## config.mk

```make
export PLATFORM = sky130hd
export DESIGN_NAME = rc4_key_search_ctrl
export DESIGN_NICKNAME = d
export VERILOG_FILES = /design/src/rtl/rc4_pkg.sv /design/src/rtl/rc4_key_search_ctrl_watchdog.sv /design/src/rtl/rc4_key_search_ctrl.sv
export SDC_FILE = /design/constraint.sdc
export NUM_CORES = 1
export LEC_CHECK = 0
export ABC_AREA = 1
export CAP_MARGIN = 25
export CORE_MARGIN = 1
export CORE_UTILIZATION = 40
export DETAILED_ROUTE_END_ITERATION = 8
export SYNTH_ARGS = -nofsm -noshare
export SYNTH_HDL_FRONTEND = slang
export SYNTH_SLANG_ARGS = --single-unit
```

## constraint.sdc

```tcl
create_clock -name clk -period 2.3 [get_ports clk]
set_input_delay 0.575 -clock clk [delete_from_list [all_inputs] [get_ports clk]]
set_output_delay 0.575 -clock clk [all_outputs]
set_load 0.01 [all_outputs]
```

## src/rtl/rc4_pkg.sv

```systemverilog
// Shared types and defaults for the RC4 brute-force key-search controller.
package rc4_pkg;

   localparam int RC4_KEY_W       = 24;
   localparam int RC4_TIMEOUT_CYC = 4096;

   // Sequencer states, from idle through one decrypt per key to a terminal verdict.
   typedef enum logic [2:0] {
      IDLE,
      LAUNCH,
      WAIT,
      EVAL,
      FOUND,
      EXHAUSTED,
      ERROR
   } ks_state_t;

   // Counter width able to hold values 0..cycles-1, never narrower than one bit.
   function automatic int wdWidth(input int cycles);
      return (cycles > 1) ? $clog2(cycles) : 1;
   endfunction

endpackage

```

## src/rtl/rc4_key_search_ctrl_watchdog.sv

```systemverilog
// Per-key watchdog: counts cycles while enabled and flags the last permitted cycle.
module cycle_watchdog
   import rc4_pkg::*;
#(
   parameter int TIMEOUT_CYC = RC4_TIMEOUT_CYC
) (
   input  logic clk,
   input  logic reset_n,
   input  logic clear,
   input  logic enable,
   output logic expired
);

   localparam int CNT_W = wdWidth(TIMEOUT_CYC);
   localparam logic [CNT_W-1:0] LAST_CNT = CNT_W'(TIMEOUT_CYC - 1);

   logic [CNT_W-1:0] count_q;
   logic [CNT_W-1:0] count_d;

   // Expiry is the cycle on which the count reaches its final value.
   assign expired = (count_q == LAST_CNT);

   // Clear wins over counting; the count saturates once it has expired.
   always_comb begin
      count_d = count_q;
      if (clear) begin
         count_d = '0;
      end else if (enable && !expired) begin
         count_d = count_q + 1'b1;
      end
   end

   // Count register.
   always_ff @(posedge clk or negedge reset_n) begin
      if (!reset_n) begin
         count_q <= '0;
      end else begin
         count_q <= count_d;
      end
   end

endmodule

```

## src/rtl/rc4_key_search_ctrl.sv

```systemverilog
// Brute-force key-search sequencer: walks candidate keys through the RC4 core,
// one full decrypt per key, stopping on the first valid key or at the end of range.
module rc4_key_search_ctrl
   import rc4_pkg::*;
#(
   parameter int               KEY_W       = RC4_KEY_W,
   parameter logic [KEY_W-1:0] KEY_START   = '0,
   parameter logic [KEY_W-1:0] KEY_END     = '1,
   parameter int               TIMEOUT_CYC = RC4_TIMEOUT_CYC
) (
   input  logic             clk,
   input  logic             reset_n,
   input  logic             go,
   input  logic             resume,
   input  logic             abort,
   output logic             core_start,
   output logic [KEY_W-1:0] core_key,
   input  logic             core_done,
   input  logic             core_valid,
   output logic             core_ack,
   output logic             busy,
   output logic             found,
   output logic             exhausted,
   output logic             timeout_err,
   output logic [KEY_W-1:0] found_key,
   output logic [KEY_W:0]   keys_tried
);

   ks_state_t        state_q, state_d;
   logic [KEY_W-1:0] core_key_q, core_key_d;
   logic [KEY_W-1:0] found_key_q, found_key_d;
   logic [KEY_W:0]   keys_tried_q, keys_tried_d;
   logic             verdict_q, verdict_d;
   logic             core_start_q, core_start_d;
   logic             core_ack_q, core_ack_d;
   logic             busy_q, busy_d;
   logic             found_q, found_d;
   logic             exhausted_q, exhausted_d;
   logic             timeout_q, timeout_d;
   logic             wd_clear;
   logic             wd_enable;
   logic             wd_expired;

   cycle_watchdog #(
      .TIMEOUT_CYC(TIMEOUT_CYC)
   ) u_watchdog (
      .clk    (clk),
      .reset_n(reset_n),
      .clear  (wd_clear),
      .enable (wd_enable),
      .expired(wd_expired)
   );

   // Next-state and datapath decisions; abort overrides everything, then go, then resume.
   // The key advance after a failed verdict happens in the first LAUNCH cycle (while the
   // ack is on the wire) so core_key stays stable until the core sees core_ack.
   always_comb begin
      state_d      = state_q;
      core_key_d   = core_key_q;
      found_key_d  = found_key_q;
      keys_tried_d = keys_tried_q;
      verdict_d    = verdict_q;
      core_start_d = 1'b0;
      core_ack_d   = 1'b0;
      wd_clear     = 1'b0;
      wd_enable    = 1'b0;

      if (abort) begin
         state_d = IDLE;
      end else begin
         unique case (state_q)
            IDLE, EXHAUSTED, ERROR: begin
               if (go) begin
                  state_d      = LAUNCH;
                  core_key_d   = KEY_START;
                  keys_tried_d = '0;
                  found_key_d  = '0;
               end
            end
            LAUNCH: begin
               if (core_ack_q) begin
                  core_key_d = core_key_q + 1'b1;
               end else if (!core_done) begin
                  core_start_d = 1'b1;
                  wd_clear     = 1'b1;
                  state_d      = WAIT;
               end
            end
            WAIT: begin
               wd_enable = 1'b1;
               if (core_done) begin
                  verdict_d = core_valid;
                  state_d   = EVAL;
               end else if (wd_expired) begin
                  state_d = ERROR;
               end
            end
            EVAL: begin
               core_ack_d   = 1'b1;
               keys_tried_d = keys_tried_q + 1'b1;
               if (verdict_q) begin
                  found_key_d = core_key_q;
                  state_d     = FOUND;
               end else if (core_key_q == KEY_END) begin
                  state_d = EXHAUSTED;
               end else begin
                  state_d = LAUNCH;
               end
            end
            FOUND: begin
               if (go) begin
                  state_d      = LAUNCH;
                  core_key_d   = KEY_START;
                  keys_tried_d = '0;
                  found_key_d  = '0;
               end else if (resume) begin
                  if (found_key_q == KEY_END) begin
                     state_d = EXHAUSTED;
                  end else begin
                     core_key_d = found_key_q + 1'b1;
                     state_d    = LAUNCH;
                  end
               end
            end
            default: begin
               state_d = IDLE;
            end
         endcase
      end

      busy_d      = (state_d == LAUNCH) || (state_d == WAIT) || (state_d == EVAL);
      found_d     = (state_d == FOUND);
      exhausted_d = (state_d == EXHAUSTED);
      timeout_d   = (state_d == ERROR);
   end

   // State, datapath and registered status flags.
   always_ff @(posedge clk or negedge reset_n) begin
      if (!reset_n) begin
         state_q      <= IDLE;
         core_key_q   <= KEY_START;
         found_key_q  <= '0;
         keys_tried_q <= '0;
         verdict_q    <= 1'b0;
         core_start_q <= 1'b0;
         core_ack_q   <= 1'b0;
         busy_q       <= 1'b0;
         found_q      <= 1'b0;
         exhausted_q  <= 1'b0;
         timeout_q    <= 1'b0;
      end else begin
         state_q      <= state_d;
         core_key_q   <= core_key_d;
         found_key_q  <= found_key_d;
         keys_tried_q <= keys_tried_d;
         verdict_q    <= verdict_d;
         core_start_q <= core_start_d;
         core_ack_q   <= core_ack_d;
         busy_q       <= busy_d;
         found_q      <= found_d;
         exhausted_q  <= exhausted_d;
         timeout_q    <= timeout_d;
      end
   end

   assign core_start  = core_start_q;
   assign core_key    = core_key_q;
   assign core_ack    = core_ack_q;
   assign busy        = busy_q;
   assign found       = found_q;
   assign exhausted   = exhausted_q;
   assign timeout_err = timeout_q;
   assign found_key   = found_key_q;
   assign keys_tried  = keys_tried_q;

endmodule

```

**Yosys cells after proc, flatten, opt, wreduce, memory -nomap -nowiden**

Index checks and enable logic that the tools add are counted.
W data, S select, Z words.

- Bits in registers: 95
- Output and inout port bits: 79

- Add/subtract/negate cells: 4
- Equal/unequal tests: 21
- Mux-type cells: 32
- Bitwise operators: 1
- Reduce and logical (&&, ||, !) cells: 14

Operators by type and width:

| kind | number |
|---|---|
| $mux W24 | 6 |
| $pmux W24 S3 | 1 |
| $pmux W25 S2 | 1 |
| $add A24 B1 Y24 const B | 2 |
| $eq A24 B24 Y1 const B | 2 |
| $pmux W24 S2 | 1 |
| $mux W3 | 11 |
| $add A25 B1 Y25 const B | 1 |
| $mux W25 | 1 |
| $mux W12 | 2 |
| $eq A3 B3 Y1 const B | 6 |
| $pmux W3 S5 | 1 |
| $add A12 B1 Y12 const B | 1 |
| $eq A12 B12 Y1 const B | 1 |
| $eq A3 B2 Y1 const B | 4 |
| $mux W1 | 8 |
| $eq A3 B1 Y1 const B | 2 |
| $ne A2 B2 Y1 const B | 3 |
| $ne A3 B3 Y1 const B | 2 |
| $reduce_and A3 Y1 | 2 |
| $reduce_and A6 Y1 | 1 |
| $reduce_and A4 Y1 | 1 |
| $reduce_bool A2 Y1 | 2 |
| $reduce_or A4 Y1 | 1 |
| 8 further kinds | 9 |

**Depth between registers and ports, before layout**

- Depth after elaboration: 9
- Gate-level depth with buffers: 12

**Hierarchy**

Synthesis repeated with hierarchy kept, for this count alone.

- Cell total of the unflattened synthesis: 928
- Area, all modules: 6173.4 um^2

Modules (own cells, without submodules):

| module | times used | cells each | area an instance (um^2) |
|---|---|---|---|
| rc4_key_search_ctrl | 1 | 814 | 5350.1 |
| cycle_watchdog | 1 | 114 | 823.3 |

**Least setup slack after synthesis**

No wires, ideal clock.

- Path kind: reg-to-reg
- Start: register found_key_q[0] (netlist: found_key[0])
- End: register core_key_q[2] (netlist: core_key[2])
- Library setup time: 0.127 ns
- Data arrival time: 1.659 ns
- Required time: 2.173 ns
- Slack: 0.514 ns
- Stages on the path, launching flop included: 12
- Cell sequence: dfrtp_1 > ha_1 > nand2_1 > nor2_2 > nand2_2 > nor2_4 > nand2_1 > nand2_1 > nand2_1 > nand3_2 > buf_6 > o21ai_0

- Cells in the longest elaborated chain, start to end: 5

Ends and longest elaborated chain:

| item | RTL line | source |
|---|---|---|
| start, declared | rc4_key_search_ctrl.sv:31 | `logic [KEY_W-1:0] found_key_q, found_key_d;` |
| start signal, assigned | rc4_key_search_ctrl.sv:154 | `found_key_q <= found_key_d;` |
| $add A24 B1 Y24 | rc4_key_search_ctrl.sv:120 | `core_key_d = found_key_q + 1'b1;` |
| $mux W24 | rc4_key_search_ctrl.sv:117 | `if (found_key_q == KEY_END) begin` |
| $mux W24 | rc4_key_search_ctrl.sv:116 | `end else if (resume) begin` |
| $mux W24 | rc4_key_search_ctrl.sv:111 | `if (go) begin` |
| $pmux W24 S3 | rc4_key_search_ctrl.sv:71 | `unique case (state_q)` |
| end signal, assigned | rc4_key_search_ctrl.sv:153 | `core_key_q <= core_key_d;` |
| end, declared | rc4_key_search_ctrl.sv:30 | `logic [KEY_W-1:0] core_key_q, core_key_d;` |

Parallel ways exist; a longest one is shown, timed or not. The select of a mux whose other input is x is not followed.
A chain may end at the register's enable or synchronous reset.

**Worst setup path after layout**

- Start: register found_key_q[6] (netlist: found_key[6])
- End: register core_key_q[21] (netlist: core_key[21])

Same word-level chain as after synthesis.

==> metrics.txt <==
Synth Cell Area=about 6000 µm²; async set or reset register ratio after synthesis=100%; Routed wire per std cell=14.9 µm; RSZ-0062 raised after global routing=no; Bufs on Longest Clock Path=2; die area=approximately 16000 µm²; Nets=1029; total power=4.20 mW; crit-path cells=nand2_1 -> nor2_1 -> nand2_2 -> nor2_4 -> nand2_1 -> nand2_1 -> nand2_1 -> nand3_2 -> buf_4 -> nand2_1 -> nand2_1; Switching Share=29.2%; grt ovf=0; Final TNS setup=0 ns; htree depth=3; Via density=5.12; RePlAce Congestion=0.939; number of synthesized flops with an enable pin=0; post-CTS setup buffers=0; Remaining DRCs=0; max-slew violations=0; pin count of the biggest net entering global routing=49; R2R cell count=11; Final Skew=0.00579 ns; hold slack final=0.0878 ns; initial antenna violation count=0; Initial Util=41.2%; clk_lat worst skew=0.35 ns; All-Layer GR Usage=24.1%; Final setup viols=0; Clock Pin Slew Worst Setup and Hold Paths=around 0.070 ns; Internal=2.97 mW; layout cell share with drive strength beyond 1=5.96%; Crit-path slowest cell=dfrtp_1; commonest non-fill, non-tap cell in the layout=nand2_1; core box area=~15000 µm²; first-pass GRT wire length=around 30 mm; Syn Nets=927; syn_area_per_cell=6.57 µm²; Max stage delay on crit path=0.46 ns; Flop pwr share=44.3%; slack of the worst reg-to-reg path=0.24 ns; f_max=0.485 GHz; Worst Max-Slew Pin Slew=0.441 ns; vias in the first global route=5929; CP max FO=13; synth unique cells=37; Rows=44; endpoints failing hold=0; Critical Path AT=2.35 ns; RR Endpoint=core_key[21]$_DFFE_PN0P_; critical path launch point type=flip-flop; total wire length=18.0 mm; worst ir drop on vdd=0.399 mV; detailed-router iteration count before antenna repair=5; sequential share of the synthesized area=roughly 40%; CP Class=reg -> reg; CTS Sinks=95; dpl hpwl=13.2 mm; Worst R2R Start=found_key[6]$_DFFE_PN0P_; P&R area growth vs syn=25.5%; switching power=about 1.2 mW; final worst-path cycle share=89.6%; post-synthesis register bit count=95; First DRT Iteration DRCs=between 300 and 400; combinational share of power=between 10% and 20%; status=completed; CTS Buf Count=9; Clock Power Share=37.5%; critical path capture point type=flip-flop; ANT cells=0; FILL cells=between 1000 and 1500; vias=roughly 6200; Post-Syn Instances=916; Syn. warnings=0; Clock Root Buffer=clkbuf_16; Slew HR=70.6%; die width=125 µm; Synth Flop Type=dfrtp_1; Critical Path RT=2.59 ns; CP dominant cell by count=nand2_1; P per Cell Area=around 560 nW/µm²; number of I/O port buffers=85; leakage dissipation=3.41 nW; CTS tree=done; io pins=86; Worst Hold Class=in -> async; final worst path period need=slightly above 2 ns; most frequent cells in the layout=nand2_1, nor2_1, inv_1; die extent in y=125 µm; post-route antenna net violation count=0; CTS Hold Buffers Added=0; # resized after CTS=0; Max-Cap Viols=0
power by group through the flow:
stage | sequential, mW | clock, mW | combinational, mW
2_1_floorplan | 1.90 | 0 | 0.410
3_3_place_gp | 1.89 | 0 | 0.771
3_5_place_dp | 1.89 | 0 | 0.769
4_1_cts | 1.86 | 1.61 | 0.773
5_1_grt | 1.88 | 1.68 | 0.854
6_report | 1.86 | 1.57 | 0.765
Yosys cell counts, types with 2 or more instances:
| master | instances | area share [%] |
|---|---|---|
| nand2_1 | 287 | 18 |
| nor2_1 | 124 | 7.7 |
| inv_1 | 110 | 6.9 |
| nand3_1 | 100 | 8.3 |
| dfrtp_1 | 95 | 40 |
| o21ai_0 | 57 | 4.7 |
| a21oi_1 | 24 | 2.0 |
| o21ai_1 | 18 | 1.5 |
| nor3_1 | 17 | 1.4 |
| nand4_1 | 15 | 1.6 |
| buf_2 | 7 | 0.58 |
| xor2_1 | 7 | 1.0 |
| o21bai_1 | 5 | 0.62 |
| clkbuf_1 | 4 | 0.25 |
| ha_1 | 4 | 0.83 |
| inv_2 | 4 | 0.25 |
| buf_1 | 3 | 0.19 |
| buf_6 | 3 | 0.56 |
| nand3_2 | 3 | 0.50 |
| nor2_2 | 3 | 0.31 |
| nor2_4 | 3 | 0.56 |
| o22ai_1 | 3 | 0.31 |
| a21oi_2 | 2 | 0.29 |
| buf_4 | 2 | 0.25 |
| nand2_2 | 2 | 0.21 |
| nor3b_1 | 2 | 0.25 |
| or2_2 | 2 | 0.21 |
metrics by stage:
stage | utilization (%) | setup WS (ns) | std cells | area [µm²]
detailed placement | 49.6 | 0.0748 | 1191 | 7240
finish | 51.8 | 0.240 | 1207 | 7550
global route | 51.8 | 0.0849 | 1207 | 7550
floorplan | - | 0.514 | 916 | 6020
CTS | 51.8 | 0.241 | 1207 | 7550
global placement | 49.6 | 0.116 | 1191 | 7240
critical path: cells and delay by family (launching register included):
family / cells / cell delay (ns)
flops: 1 / 0.46
buf+inv: 1 / 0.21
simple gates: 10 / 1.32
layout make-up:
cell class / count / area [µm²] / share of cell area, %
Sequential cell: 95 / 2380 / 31.5
Clock inverter: 3 / 40.0 / 0.530
Clock buffer: 13 / 270 / 3.58
Multi-Input combinational cell: 687 / 3100 / 41.1
Inverter: 115 / 432 / 5.72
Tap cell: 184 / 230 / 3.05
Timing Repair Buffer: 110 / 1100 / 14.5
cell families after synthesis:
group / share of synthesized area (%)
AND/OR/NAND/NOR: 39.4
buffers and inverters: 9.01
AO/OA/AOI/OAI: 10.1
flip-flops: 39.5
XOR/XNOR: 1.16
adder cells (fa/ha/maj): 0.832
worst max-delay path by stage:
stage / cells past startpoint / slack [ns] / endpoint / startpoint
after floorplan: 11 / 0.51 / core_key[2]$_DFFE_PN0P_ / found_key[0]$_DFFE_PN0P_
after global placement: 10 / 0.12 / found_key[11]$_DFFE_PN0P_ / go
after detailed placement: 10 / 0.07 / found_key[1]$_DFFE_PN0P_ / go
after CTS: 1 / 0.24 / core_key[21] / core_key[21]$_DFFE_PN0P_
after global routing: 11 / 0.08 / core_key[22]$_DFFE_PN0P_ / found_key[6]$_DFFE_PN0P_
final: 11 / 0.24 / core_key[21]$_DFFE_PN0P_ / found_key[6]$_DFFE_PN0P_
metal layers:
metal	vias up	track usage, %	share of wire [%]
met5	-	0	0
met4	0	8.29	2.1
met3	26	5.20	6.1
met2	191	38.4	45
met1	2824	32.2	47
li1	3141	-	-
flip-flops by register name, summed over array words and instances, names as in the netlist:
signal,flops
busy,1
core_ack,1
core_key,24
core_start,1
exhausted,1
found,1
found_key,24
keys_tried,25
state_q,3
timeout_err,1
u_watchdog.count_q,12
verdict_q,1
(Power assumes the default switching activity.)
==> edit: new RTL, config.mk and constraints unchanged <==
`found_key_q` and `keys_tried_q` no longer have a reset.
--- a/src/rtl/rc4_key_search_ctrl.sv
+++ b/src/rtl/rc4_key_search_ctrl.sv
@@ -139,8 +139,6 @@
       if (!reset_n) begin
          state_q      <= IDLE;
          core_key_q   <= KEY_START;
-         found_key_q  <= '0;
-         keys_tried_q <= '0;
          verdict_q    <= 1'b0;
          core_start_q <= 1'b0;
          core_ack_q   <= 1'b0;
@@ -151,8 +149,6 @@
       end else begin
          state_q      <= state_d;
          core_key_q   <= core_key_d;
-         found_key_q  <= found_key_d;
-         keys_tried_q <= keys_tried_d;
          verdict_q    <= verdict_d;
          core_start_q <= core_start_d;
          core_ack_q   <= core_ack_d;
@@ -161,6 +157,11 @@
          exhausted_q  <= exhausted_d;
          timeout_q    <= timeout_d;
       end
+   end
+
+   always_ff @(posedge clk) begin
+      found_key_q  <= found_key_d;
+      keys_tried_q <= keys_tried_d;
    end
 
    assign core_start  = core_start_q;
Check against the original RTL: same outputs for any inputs over 4 cycles, from zero or initial values and one cycle with reset_n low; that may be too few to reach the edited logic, so the function may still have changed.
==> edit against the original RTL <==
- synthesized area down 0.10%
- largest power group unchanged
- register-to-register slack better by 0.08 ns
- final area down 0.66%
- routed wire length down 4.8%
- setup slack better by 0.031 ns
- sequential cell count unchanged
- worst hold slack better by 0.10 ns
- highest routed layer unchanged
- total power up 20%
- final cell count down 5.6%
==> edit: results <==
[run_status]
outcome = "complete, no violations"

[logic_synthesis]
ys.flop_type = "edfxtp_1"
synth_xor_area_share_pct = 0.874
ys_top_cells_by_area = "edfxtp_1 (24%), dfrtp_1 (19%), nand2_1 (16%), nor2_1 (7.9%), nand3_1 (6.1%)"
synth_edf_count = 49
synth-async-reset-ratio_pct = 48.4
syn_inst = 852
yosysSeqAreaShare_pct = 43.6
synth.distinct_cells = 41
synth_compound_area_share_pct = 9.72
synthesis.nets = 863
synth_commonest_cells = "nand2_1 (260), nor2_1 (126), inv_1 (94)"

[timing]
clock_skew_ns = 0.00964
period_needed_ns = 2.03

[setup_path]
timing.rr.start = "found_key[0]$_SDFFCE_PP0P_"
crit_slowest_cell = "clkdlybuf4s50_1"
criticalPathCategory = "reg2out"
ff2ff_setup_slack_ns = 0.32
arrival_ns = 1.45
r2r-end = "found$_DFF_PN0_"
slowest_delay_ns = 0.60
endpoint = "core_key[21]"

[route]
vias = 5883
wl_met3_um = 907
drt_first_iter_violations = 417

[grt]
grt_start_max_net_pins = 42
grt_pass1_vias = 5455
grtUsageTotal_pct = 22.7
grt_first_pass_wirelength_um = 27800

[finish]
layout-drive-gt1-share_pct = 6.81
fill_cells = 1435

[placed_design]
hpwlAfterDp_um = 12600

[power]
internal-power_uw = 3430
## edit: cell types whose count changed in the layout (fill, tap and decap cells not counted), sizes merged, moves of 6 or more
cell / unedited run / this run
nand3: 103 / 75
a21oi: 26 / 40
or2: 2 / 8
o21ai: 75 / 56
dfrtp: 95 / 46
nand2: 289 / 265
inv: 114 / 104
buf: 26 / 16
edfxtp: 0 / 49
## edit: layout make-up
class | instances | area share [%]
Timing Repair Buffer | 100 | 13.6
Tap cell | 184 | 3.07
Multi-Input combinational cell | 641 | 39.1
Clock inverter | 5 | 0.734
Clock buffer | 11 | 3.37
Sequential cell | 95 | 35.0
Inverter | 103 | 5.15
## edit: kinds of logic (layout without fill, tap and decap cells)
logic type,after synthesis,after routing
and+or+nand+nor,522,522
xor gates and xnor gates,6,6
AOI/OAI and AO/OA,109,109
buffers and inverters,116,219
DFF,95,95
adders and majority gates,4,4
## edit: worst min path at each step
stage / from / endpoint / slack [ns] / depth (start not counted)
after floorplan: reset_n / busy$_DFF_PN0_ / 0.28 / 0
after global placement: u_watchdog.count_q[7]$_DFFE_PN0P_ / u_watchdog.count_q[7]$_DFFE_PN0P_ / 0.49 / 1
after detailed placement: u_watchdog.count_q[7]$_DFFE_PN0P_ / u_watchdog.count_q[7]$_DFFE_PN0P_ / 0.49 / 1
after CTS: reset_n / core_key[12]$_DFFE_PN0P_ / 0.20 / 1
after global routing: reset_n / core_key[11]$_DFFE_PN0P_ / 0.21 / 1
final: reset_n / core_key[12]$_DFFE_PN0P_ / 0.19 / 1
## edit: power groups by stage
stage               clock network, uW  registers, uW  logic, uW
detailed placement                  0           2320       1190
finish                           1570           2290       1190
floorplan                           0           2310        623
CTS                              1600           2290       1200
global route                     1670           2330       1320
global placement                    0           2320       1190
